## config.mk

```make
export PLATFORM = sky130hd
export DESIGN_NAME = pooling_stream_flat
export DESIGN_NICKNAME = d
export VERILOG_FILES = /design/src/rtl/pooling_stream_pkg.sv /design/src/rtl/pooling_stream_if.sv /design/src/rtl/pooling_stream_lane.sv /design/src/rtl/pooling_stream.sv /design/src/flat_wrapper.sv
export SDC_FILE = /design/constraint.sdc
export NUM_CORES = 1
export LEC_CHECK = 0
export BUFFER_PORTS_ARGS = -buffer_cell sky130_fd_sc_hd__buf_4
export CAP_MARGIN = 30
export CORE_AREA = 2 2 136 138
export CTS_CLUSTER_SIZE = 20
export DETAILED_ROUTE_END_ITERATION = 7
export DIE_AREA = 0 0 138 140
export HOLD_SLACK_MARGIN = 0.05
export PLACE_DENSITY_LB_ADDON = 0.2
export SYNTH_ARGS = -nofsm -noshare
export SYNTH_HDL_FRONTEND = slang
export SYNTH_SLANG_ARGS = --single-unit
```

## constraint.sdc

```tcl
create_clock -name clk -period 8.9 [get_ports clk]
set_input_delay 2.225 -clock clk [delete_from_list [all_inputs] [get_ports clk]]
set_output_delay 2.225 -clock clk [all_outputs]
set_load 0.01 [all_outputs]
```

## src/rtl/pooling_stream_pkg.sv

```systemverilog
// Shared types and width helper for the streaming K x K pooling engine.
package pool_pkg;

    typedef enum logic {
        POOL_AVG = 1'b0,
        POOL_MAX = 1'b1
    } pool_mode_e;

    typedef enum logic [1:0] {
        IDLE,
        RUN,
        DRAIN
    } pool_state_e;

    // Wide enough to hold K*K full-scale elements without overflow.
    function automatic int unsigned acc_width(input int unsigned data_width,
                                              input int unsigned k);
        return data_width + 2 * $clog2(k);
    endfunction

endpackage

```

## src/rtl/pooling_stream_if.sv

```systemverilog
// Pixel-in / pooled-pixel-out valid/ready bus for pooling_stream.
interface pooling_stream_if #(
    parameter int unsigned DATA_WIDTH = 8,
    parameter int unsigned CHANNELS   = 4
);
    logic                           in_valid;
    logic                           in_ready;
    logic [CHANNELS*DATA_WIDTH-1:0] in_data;
    logic                           out_valid;
    logic                           out_ready;
    logic [CHANNELS*DATA_WIDTH-1:0] out_data;

    modport master (
        output in_valid, in_data, out_ready,
        input  in_ready, out_valid, out_data
    );

    modport slave (
        input  in_valid, in_data, out_ready,
        output in_ready, out_valid, out_data
    );
endinterface

```

## src/rtl/pooling_stream_lane.sv

```systemverilog
// One channel lane: folds a pixel into its window accumulator and finalises it.
module pool_lane
    import pool_pkg::*;
#(
    parameter int unsigned DATA_WIDTH = 8,
    parameter int unsigned K          = 2,
    localparam int unsigned ACC_W     = acc_width(DATA_WIDTH, K),
    localparam int unsigned SH        = 2 * $clog2(K)
) (
    input  logic                  first,
    input  pool_mode_e            mode,
    input  logic [ACC_W-1:0]      acc,
    input  logic [DATA_WIDTH-1:0] pixel,
    output logic [ACC_W-1:0]      acc_next,
    output logic [DATA_WIDTH-1:0] result
);
    logic [ACC_W-1:0] pix_ext;

    always_comb begin
        pix_ext = ACC_W'(pixel);
        if (first) begin
            acc_next = pix_ext;
        end else if (mode == POOL_MAX) begin
            acc_next = (pix_ext > acc) ? pix_ext : acc;
        end else begin
            acc_next = acc + pix_ext;
        end
    end

    // Max never exceeds DATA_WIDTH bits; the average is the sum's top DATA_WIDTH bits.
    always_comb begin
        if (mode == POOL_MAX) begin
            result = acc_next[DATA_WIDTH-1:0];
        end else begin
            result = acc_next[SH +: DATA_WIDTH];
        end
    end

endmodule

```

## src/rtl/pooling_stream.sv

```systemverilog
// Streaming K x K / stride-K max or average pooling over a raster-ordered feature map.
module pooling_stream
    import pool_pkg::*;
#(
    parameter int unsigned DATA_WIDTH = 8,
    parameter int unsigned CHANNELS   = 4,
    parameter int unsigned K          = 2,
    parameter int unsigned IMG_W      = 8,
    parameter int unsigned IMG_H      = 8
) (
    input  logic            clk,
    input  logic            rst,
    input  logic            start,
    input  logic            mode,
    pooling_stream_if.slave strm,
    output logic            busy,
    output logic            frame_done
);
    localparam int unsigned ACC_W = acc_width(DATA_WIDTH, K);
    localparam int unsigned LOG_K = $clog2(K);
    localparam int unsigned NCOL  = IMG_W / K;
    localparam int unsigned COL_W = $clog2(IMG_W);
    localparam int unsigned ROW_W = $clog2(IMG_H);
    localparam int unsigned IDX_W = (NCOL > 1) ? $clog2(NCOL) : 1;

    pool_state_e state, state_d;
    pool_mode_e  mode_q;
    logic        done_d;

    logic [COL_W-1:0] col;
    logic [ROW_W-1:0] row;
    logic [IDX_W-1:0] idx;

    logic [ACC_W-1:0] acc      [NCOL][CHANNELS];
    logic [ACC_W-1:0] acc_next [CHANNELS];
    logic [CHANNELS*DATA_WIDTH-1:0] result;

    logic                           out_valid_q;
    logic [CHANNELS*DATA_WIDTH-1:0] out_data_q;

    logic accept, first_px, win_done, col_end, row_end;

    assign strm.in_ready  = (state == RUN) && (!out_valid_q || strm.out_ready);
    assign strm.out_valid = out_valid_q;
    assign strm.out_data  = out_data_q;
    assign busy           = (state != IDLE);

    assign accept   = strm.in_valid && strm.in_ready;
    assign idx      = IDX_W'(col >> LOG_K);
    assign first_px = (row[LOG_K-1:0] == '0) && (col[LOG_K-1:0] == '0);
    assign win_done = (row[LOG_K-1:0] == '1) && (col[LOG_K-1:0] == '1);
    assign col_end  = (col == COL_W'(IMG_W - 1));
    assign row_end  = (row == ROW_W'(IMG_H - 1));

    for (genvar c = 0; c < CHANNELS; c++) begin : g_lane
        pool_lane #(
            .DATA_WIDTH (DATA_WIDTH),
            .K          (K)
        ) u_lane (
            .first    (first_px),
            .mode     (mode_q),
            .acc      (acc[idx][c]),
            .pixel    (strm.in_data[c*DATA_WIDTH +: DATA_WIDTH]),
            .acc_next (acc_next[c]),
            .result   (result[c*DATA_WIDTH +: DATA_WIDTH])
        );
    end

    // DRAIN leaves on the edge where the final output is consumed, so frame_done
    // and the fall of busy appear together in the following cycle.
    always_comb begin
        state_d = state;
        done_d  = 1'b0;
        unique case (state)
            IDLE:  if (start) state_d = RUN;
            RUN:   if (accept && col_end && row_end) state_d = DRAIN;
            DRAIN: if (!out_valid_q || strm.out_ready) begin
                state_d = IDLE;
                done_d  = 1'b1;
            end
            default: state_d = IDLE;
        endcase
    end

    always_ff @(posedge clk) begin
        if (rst) begin
            state       <= IDLE;
            frame_done  <= 1'b0;
            mode_q      <= POOL_AVG;
            col         <= '0;
            row         <= '0;
            out_valid_q <= 1'b0;
            out_data_q  <= '0;
        end else begin
            state      <= state_d;
            frame_done <= done_d;
            if (state == IDLE && start) begin
                mode_q <= pool_mode_e'(mode);
                col    <= '0;
                row    <= '0;
            end
            if (accept) begin
                if (col_end) begin
                    col <= '0;
                    row <= row_end ? '0 : row + 1'b1;
                end else begin
                    col <= col + 1'b1;
                end
            end
            if (accept && win_done) begin
                out_valid_q <= 1'b1;
                out_data_q  <= result;
            end else if (strm.out_ready) begin
                out_valid_q <= 1'b0;
            end
        end
    end

    // Each window's first pixel overwrites its entry, so the buffer needs no reset.
    always_ff @(posedge clk) begin
        if (accept) begin
            for (int unsigned c = 0; c < CHANNELS; c++) begin
                acc[idx][c] <= acc_next[c];
            end
        end
    end

endmodule
```

## src/flat_wrapper.sv

```systemverilog
// flat-port wrapper written by rule: the top's interface ports become plain ports
module pooling_stream_flat import pool_pkg::*;
#(
    parameter int unsigned DATA_WIDTH = 8,
    parameter int unsigned CHANNELS   = 4,
    parameter int unsigned K          = 2,
    parameter int unsigned IMG_W      = 8,
    parameter int unsigned IMG_H      = 8
)
  (clk, rst, start, mode, busy, frame_done, strm_in_valid, strm_in_data, strm_out_ready, strm_in_ready, strm_out_valid, strm_out_data);
  pooling_stream_if #(.DATA_WIDTH(DATA_WIDTH), .CHANNELS(CHANNELS)) strm_i ();
  input  logic clk;
  input  logic rst;
  input  logic start;
  input  logic mode;
  output logic busy;
  output logic frame_done;
  input wire logic [$bits(strm_i.in_valid)-1:0] strm_in_valid;
  input wire logic [$bits(strm_i.in_data)-1:0] strm_in_data;
  input wire logic [$bits(strm_i.out_ready)-1:0] strm_out_ready;
  output wire logic [$bits(strm_i.in_ready)-1:0] strm_in_ready;
  output wire logic [$bits(strm_i.out_valid)-1:0] strm_out_valid;
  output wire logic [$bits(strm_i.out_data)-1:0] strm_out_data;
  assign strm_i.in_valid = strm_in_valid;
  assign strm_i.in_data = strm_in_data;
  assign strm_i.out_ready = strm_out_ready;
  assign strm_in_ready = strm_i.in_ready;
  assign strm_out_valid = strm_i.out_valid;
  assign strm_out_data = strm_i.out_data;
  pooling_stream #(.DATA_WIDTH(DATA_WIDTH), .CHANNELS(CHANNELS), .K(K), .IMG_W(IMG_W), .IMG_H(IMG_H)) u_core (.clk(clk), .rst(rst), .start(start), .mode(mode), .strm(strm_i), .busy(busy), .frame_done(frame_done));
endmodule
```

Yosys cells after proc, flatten, opt, wreduce, memory -nomap -nowiden
Memory sizes are Yosys's and may differ from the RTL's. A register that Yosys moved wholly into a read port is not among the register bits.
Cells that the tools add are included.
Word-level totals
  flip-flop bits (word level): 43
  bits in writable memories: 160
  output and inout port bits: 36
  logic and storage cells: 78
  memories kept: 1
Memory list
  u_core.acc: words 4, width 40, read ports 1, clocked after Yosys merged registers in 1, write ports 1, RTL line pooling_stream.sv:34  | logic [ACC_W-1:0] acc [NCOL][CHANNELS];
Cells by class
  add/subtract/negate cells: 6
  $lt $le $gt $ge: 4
  equal/unequal tests: 7
  mux-type cells: 34
  bitwise logic cells: 3
  reduce and logical (&&, ||, !) cells: 16
Operators by type and width (count)
  $mux 10: 12
  $add 10x8->10: 4
  $gt 8x10->1: 4
  $mux 8: 4
  $mux 3: 7
  $mux 2: 5
  $logic_and 1x1->1: 8
  $add 3x1->3 const B: 2
  $eq 3x3->1 const B: 2
  $pmux 2 s3: 1
  $reduce_bool 2->1: 3
  $mux 1: 5
  $ne 2x2->1 const B: 2
  $not 1->1: 3
  $reduce_and 3->1: 1
  $eq 2x1->1 const B: 1
  $eq 2x2->1 const B: 1
  $logic_not 2->1: 1
  $ne 2x1->1 const B: 1
  $reduce_or 2->1: 1
  $logic_not 1->1: 1
  $logic_or 1x1->1: 1

Logic depth before layout (Yosys ltp)
Gate-level depths: netlist (run 1).
  depth after elaboration: 8
  gate-level depth with buffers: 14

Modules after synthesis
Synthesis (run 1) repeated with hierarchy kept, for this count alone.
Second synthesis, totals
  cells, all modules: 1016
  area, all modules: 12069.1 um^2
Modules (own cells, without submodules)
  pooling_stream: instances 1, cells each 412, area an instance 7825.0 um^2, seq. area each 5705.5 um^2
  pool_lane: instances 4, cells each 151, area an instance 1061.0 um^2, seq. area each 0.0 um^2

Least setup slack after synthesis (run 1)
No wires, ideal clock.
  kind: input-to-reg
  start: in strm_out_ready
  end: mem u_core.acc[1][0] (netlist name) (enable)
  setup time: 0.495 ns
  arrival: 5.690 ns
  data required time: 8.405 ns
  path slack: 2.715 ns
  cell stages on the path: 4
  buffers on the path: 0
  cells stage by stage: nand2b_1 > and2_1 > nand2_1 > nor3b_1
On the way
  word-level cells in the longest chain between the ends: 5
Ends and longest elaborated chain
  from (decl): RTL line flat_wrapper.sv:20  | input wire logic [$bits(strm_i.out_ready)-1:0] strm_out_ready;
  $logic_or 1x1->1: RTL line pooling_stream.sv:43  | assign strm.in_ready = (state == RUN) && (!out_valid_q || strm.out_ready);
  $logic_and 1x1->1: RTL line pooling_stream.sv:43
  named net strm_in_ready: RTL line flat_wrapper.sv:21  | output wire logic [$bits(strm_i.in_ready)-1:0] strm_in_ready;
  $logic_and 1x1->1: RTL line pooling_stream.sv:48  | assign accept = strm.in_valid && strm.in_ready;
  $mux 1: RTL line pooling_stream.sv:121  | if (accept) begin
  $mux 1 (implied by the code): RTL line pooling_stream.sv:123  | acc[idx][c] <= acc_next[c];
  to (decl): RTL line pooling_stream.sv:34
The timed path passes the listed nets, and every way through them passes these cells.

Worst setup path in the final report (run 1)
  start: in strm_out_ready
  end: out strm_in_ready
On the way
  word-level cells in the longest chain between the ends: 2
Ends and longest elaborated chain (RTL line)
  $logic_or 1x1->1: pooling_stream.sv:43
  $logic_and 1x1->1: pooling_stream.sv:43
  to (decl): flat_wrapper.sv:21
No other way between the ends.

==> results of run 1 <==
## worst min-delay path by stage
stage,startpoint,end,slack [ns]
finish,u_core.strm.out_data[1],u_core.strm.out_data[1],0.47
global placement,u_core.row[2],u_core.row[2],0.46
detailed placement,u_core.strm.out_data[1],u_core.strm.out_data[1],0.46
floorplan,u_core.state[0],u_core.frame_done,0.45
CTS,u_core.strm.out_data[1],u_core.strm.out_data[1],0.47
global route,u_core.strm.out_data[1],u_core.strm.out_data[1],0.48
## cell type report
type / instances / area [um2] / area share [%]
well taps: 229 / 287 / 2.21
inverters: 58 / 218 / 1.68
clock buffers: 30 / 589 / 4.54
repair buffers: 89 / 668 / 5.15
multi-input cells: 655 / 5420 / 41.8
clock inverters: 7 / 88.8 / 0.684
flip-flops and latches: 205 / 5710 / 44.0
## per-layer routing
metal | global-route usage (%) | vias to the layer above | routed length, um
met2 | 49.0 | 419 | 13600
li1 | - | 3859 | -
met1 | 41.1 | 4141 | 12200
met4 | 10.3 | 0 | 905
met3 | 4.14 | 74 | 2200
met5 | 0 | - | 0
## cells in the final DEF, fill, tap and decap left out, drive strengths merged, types with 15 or more instances in the layout
master / synthesis / layout
nor3: 17 / 17
ha: 83 / 83
nand3: 15 / 15
mux2i: 26 / 26
mux4: 39 / 39
o21ai: 33 / 33
clkbuf: 33 / 30
a21oi: 48 / 48
inv: 58 / 58
edfxtp: 160 / 160
buf: 12 / 89
nand2: 47 / 47
dfxtp: 45 / 45
nor2: 71 / 71
## report_power, final
| part | internal (mW) | total (mW) | switching (mW) |
|---|---|---|---|
| Sequential | 1.05 | 1.05 | 0.00374 |
| Clock | 0.518 | 0.873 | 0.354 |
| Combinational | 0.107 | 0.281 | 0.173 |
| Total | 1.68 | 2.21 | 0.532 |
## flip-flops by register name, indices dropped and copies added (netlist names), named ones only
name and count:
u_core.acc 160, u_core.row 3, u_core.strm.out_valid 1, u_core.state 2, u_core.mode_q 1, u_core.col 3
u_core.strm.out_data 32, u_core.frame_done 1
## stage by stage
stage / util (%) / hold WS (ns) / setup WS [ns] / total power, mW / area, um2
4_1_cts: 73.0 / 0.475 / 3.86 / 2.21 / 13000
3_3_place_gp: 69.2 / 0.462 / 3.88 / 1.34 / 12300
6_report: 73.0 / 0.473 / 3.86 / 2.21 / 13000
2_1_floorplan: - / 0.446 / 2.71 / 1.26 / 11500
3_5_place_dp: 69.2 / 0.460 / 3.87 / 1.35 / 12300
5_1_grt: 73.0 / 0.481 / 3.83 / 2.28 / 13000
## cell families (layout without fill, tap and decap cells)
| family | count (synthesis) | after routing | synth area share [%] |
|---|---|---|---|
| xor+xnor | 19 | 19 | 1.44 |
| flops | 205 | 205 | 49.5 |
| fa+ha+maj | 87 | 87 | 9.71 |
| mux | 67 | 67 | 10.1 |
| buf+inv | 103 | 184 | 3.68 |
| simple gates | 244 | 244 | 10.7 |
| compound gates | 238 | 238 | 14.9 |
==> metrics.txt, run 1 <==
port buffer count=73; Leak=4.87 nW; router iterations before antenna repair=6; Clk pin slew, worst setup/hold paths=0.06 ns; Clk Latency, worst-skew pair=0.49 ns; row count=49; non-filler cells, final=1273; hpwl dp=18500 um; Buf/Inv on CP=2; Cells after Synth=963; Synth area leaders=edfxtp_1 42%, ha_1 9.0%, dfxtp_1 7.8%; Tcrit/Tclk final=56.6%; outcome=complete, no violations; Worst Hold Class=reg -> reg; initial antenna violation count=0; Fin. Hold Viols=0; Hold Buf Count CTS=0; transition time at the pin with the least slew margin=1.02 ns; share of cells above drive strength 1=17.9%; max-slew violations=0; global-route wire length before repair=45600 um; FF-to-FF End=u_core.acc[0][0]; crit path kind=in -> out; area delta synth->final=12.7%; area of the mapped netlist=11500 um2; post-synth cell types=65; number of max-cap violations=0; DR iter-0 viols=926; largest area contributor in the netlist=edfxtp_1; min Tclk post-route=5.04 ns; Final ANT Viol Nets=0; H-tree lvl count=1; gpl congestion=0.959; critical path depth in cells=4; drt drc=0; # diodes=0; Syn Nets=1088; crit path cell chain=buf_4 -> nand2b_1 -> and2_1 -> buf_4; GR Overflow Total=0; Synth top area share=41.7%; GRT Overall Usage=29.7%; CTS Buf Count=21; async set or reset register ratio after synthesis=0%; Top Ports=74; Setup Buffers After CTS=0; CP Capture Type=output pin; sequential share of the synthesized area=49.5%; RSZ-0062 raised after global routing=false; Core ar.=17800 um2; Worst Skew=0.0126 ns; VDD IR-drop max=0.154 mV; setup TNS=0 ns; Post-synth EDFFs=160; largest net degree at the start of global routing=50; most numerous cell in the Yosys netlist=edfxtp_1; Clock Path Buffers=3; drt wl/cell=22.7 um; reg-to-reg setup timing slack=4.46 ns; Sink Count=205; register bit total from synthesis=205; CP Launch Point=strm_out_ready; worst reg-to-reg path cell count=10; Critical Path RT=6.68 ns; CTS Root Cell=clkbuf_16; critical path startpoint category=primary input; hold depth=1; DIE AREA=19300 um2; WL final=28900 um; chip height=140 um; Fill cells=1234; pwr dens=170 nW/um2; most frequent CP cell=buf_4; via count=8493; critical path endpoint=strm_in_ready; CP arrival=2.81 ns; Yosys warning total=0; synthesized area per cell=12.0 um2; Post-layout nets=1155; Starting Density=64.8%; worst rel slew slack=31.8%; number of cells after detailed placement=1236; max incr delay on CP=0.17 ns; vias per inst=6.67; slowest CP cell=nand2b_1; most frequent cells after synthesis=160 x edfxtp_1, 83 x ha_1, 70 x nor2_1; worst-path maximum fanout=4; Synth Flop Type=edfxtp_1; Final setup viols=0; Die X=138 um; Fmax achieved=198 MHz; crit-path leading delay family=simple AND/OR/NAND/NOR gates; vias in the first global route=8465; quantity of gates resized following cts=0; CTS tree=yes
No activity file was read; power rests on OpenSTA's default activity.
==> inputs of run 2 (changes only) <==
--- a/config.mk
+++ b/config.mk
@@ -7,10 +7,10 @@
 export LEC_CHECK = 0
 export BUFFER_PORTS_ARGS = -buffer_cell sky130_fd_sc_hd__buf_4
 export CAP_MARGIN = 30
-export CORE_AREA = 2 2 136 138
+export CORE_AREA = 2 2 147 149
 export CTS_CLUSTER_SIZE = 20
 export DETAILED_ROUTE_END_ITERATION = 7
-export DIE_AREA = 0 0 138 140
+export DIE_AREA = 0 0 149 151
 export HOLD_SLACK_MARGIN = 0.05
 export PLACE_DENSITY_LB_ADDON = 0.2
 export SYNTH_ARGS = -nofsm -noshare
==> constraint.sdc (replaced) <==
create_clock -name clk -period 4.05 [get_ports clk]
set_input_delay 1.0125 -clock clk [delete_from_list [all_inputs] [get_ports clk]]
set_output_delay 1.0125 -clock clk [all_outputs]
set_load 0.01 [all_outputs]
==> metrics.txt, run 2 (same netlist as run 1, synthesis figures left out) <==
drt wl/cell=22.9 um; most frequent cells in the layout=160 x edfxtp_1, 94 x buf_4, 83 x ha_1; WL final=30500 um; Leak=4.94 nW; Post-layout nets=1166; Sw Share=24.3%; FF-to-FF End=u_core.acc[0][10]; row count=53; Sequential Power Share=46.6%; port buffer count=73; pwr dens=375 nW/um2; Fin. Hold Viols=0; crit path cell chain=buf_12 -> mux4_2 -> inv_1 -> ha_1 -> and4_1 -> a21oi_1 -> o221ai_1 -> a21oi_2 -> a22oi_1 -> o221ai_1; Tcrit/Tclk final=89.2%; Hold Buf Count CTS=0; drt drc=0; Sink Count=205; area delta synth->final=14.9%; RSZ-0062 raised after global routing=false; hpwl dp=20000 um; Finished Cell Area=13200 um2; via count=8496; Fmax achieved=277 MHz; # diodes=0; initial antenna violation count=0; CP arrival=3.89 ns; largest net degree at the start of global routing=41; Worst Hold Class=reg -> reg; CTS Buf Count=22; gpl congestion=0.934; logic gate share of total power=12.8%; vias per inst=6.38; chip height=151 um; critical path depth in cells=10; max reg flops=160; worst rel slew slack=36.4%; Reg with most FFs=u_core.acc; transition time at the pin with the least slew margin=0.953 ns; DR iter-0 viols=697; outcome=complete, no violations; Setup Buffers After CTS=0; worst-path maximum fanout=23; Hold WS=0.470 ns; GRT Overall Usage=27.4%; setup TNS=0 ns; reg-to-reg setup timing slack=0.44 ns; max-slew violations=0; CTS Root Cell=clkbuf_16; P_sw=1.21 mW; CTS tree=yes; Top Ports=74; part of the power in the clock network=40.6%; Critical Path RT=4.32 ns; H-tree lvl count=1; non-filler cells, final=1332; VDD IR-drop max=0.234 mV; max incr delay on CP=0.61 ns; Clk Latency, worst-skew pair=0.51 ns; Int Pwr=3.76 mW; vias in the first global route=8427; Core ar.=20800 um2; DIE AREA=22500 um2; global-route wire length before repair=46900 um; Final setup viols=0; router iterations before antenna repair=5; most frequent CP cell=o221ai_1; slowest CP cell=a21oi_2; crit-path leading delay family=compound AO/OA/AOI/OAI gates; power consumption=4.97 mW; crit path kind=reg -> reg; Area after DPL=12500 um2; Clock Path Buffers=3; Worst Skew=0.0118 ns; min Tclk post-route=3.61 ns; Buf/Inv on CP=2; share of cells above drive strength 1=18.8%; Final ANT Viol Nets=0; worst reg-to-reg path cell count=10; quantity of gates resized following cts=0; Starting Density=55.3%; number of cells after detailed placement=1292; GR Overflow Total=0; CP Capture Type=flip-flop; critical path endpoint=u_core.acc[0][10]; critical path startpoint category=flip-flop; Clk pin slew, worst setup/hold paths=0.06 ns; commonest non-fill, non-tap cell in the layout=edfxtp_1; Die X=149 um; number of max-cap violations=0; hold depth=1
run 2: cell count changes in the layout (fill, tap and decap cells not counted), moves of 2 or more:
cell	before	now
buf_12	0	5
buf_4	89	94
clkbuf_16	21	23
clkinv_1	0	2
clkinv_2	4	2
clkinvlp_4	0	2
run 2: routing by layer:
layer  vias to the layer above  global-route usage, %  part of all wire [%]  wire length (um)
li1                       3883                      -                     -                 -
met3                        65                   4.10                   7.4              2260
met2                       373                   45.6                    48             14600
met4                         0                   9.00                   2.7               814
met1                      4175                   37.1                    42             12800
met5                         -                      0                     0                 0
run 2: how the worst min path moves through the flow:
stage / startpoint / end
after global routing: u_core.strm.out_data[11] / u_core.strm.out_data[11]
after detailed placement: u_core.strm.out_data[1] / u_core.strm.out_data[1]
final: u_core.strm.out_data[1] / u_core.strm.out_data[1]
after global placement: u_core.strm.out_data[2] / u_core.strm.out_data[2]
after floorplan: u_core.state[0] / u_core.frame_done
after CTS: u_core.strm.out_data[1] / u_core.strm.out_data[1]
run 2: power by group through the flow:
stage	sequential, mW	clock [mW]	combinational (mW)
6_report	2.31	2.02	0.634
5_1_grt	2.32	2.13	0.687
4_1_cts	2.31	2.05	0.622
3_5_place_dp	2.36	0	0.616
3_3_place_gp	2.36	0	0.611
2_1_floorplan	2.36	0	0.420
run 2: layout make-up:
type	instances	area (um2)
Clock buffer	31	626
Clock inverter	9	101
Fill cell	1684	7580
Inverter	58	218
Multi-Input combinational cell	655	5440
Sequential cell	205	5710
Tap cell	275	344
Timing Repair Buffer	99	806
run 2: through the flow:
stage	utilization (%)	setup WS (ns)
2_1_floorplan	-	0.352
3_3_place_gp	60.1	0.538
3_5_place_dp	60.1	0.509
4_1_cts	63.6	0.505
5_1_grt	63.6	0.199
6_report	63.6	0.437
run 2: worst reg2reg max path: stages, from the launching register on:
cell	delay [ns]
dfxtp_2	0.39
buf_12	0.24
mux4_2	0.61
inv_1	0.10
ha_1	0.27
and4_1	0.22
a21oi_1	0.13
o221ai_1	0.27
a21oi_2	0.61
a22oi_1	0.15
o221ai_1	0.39
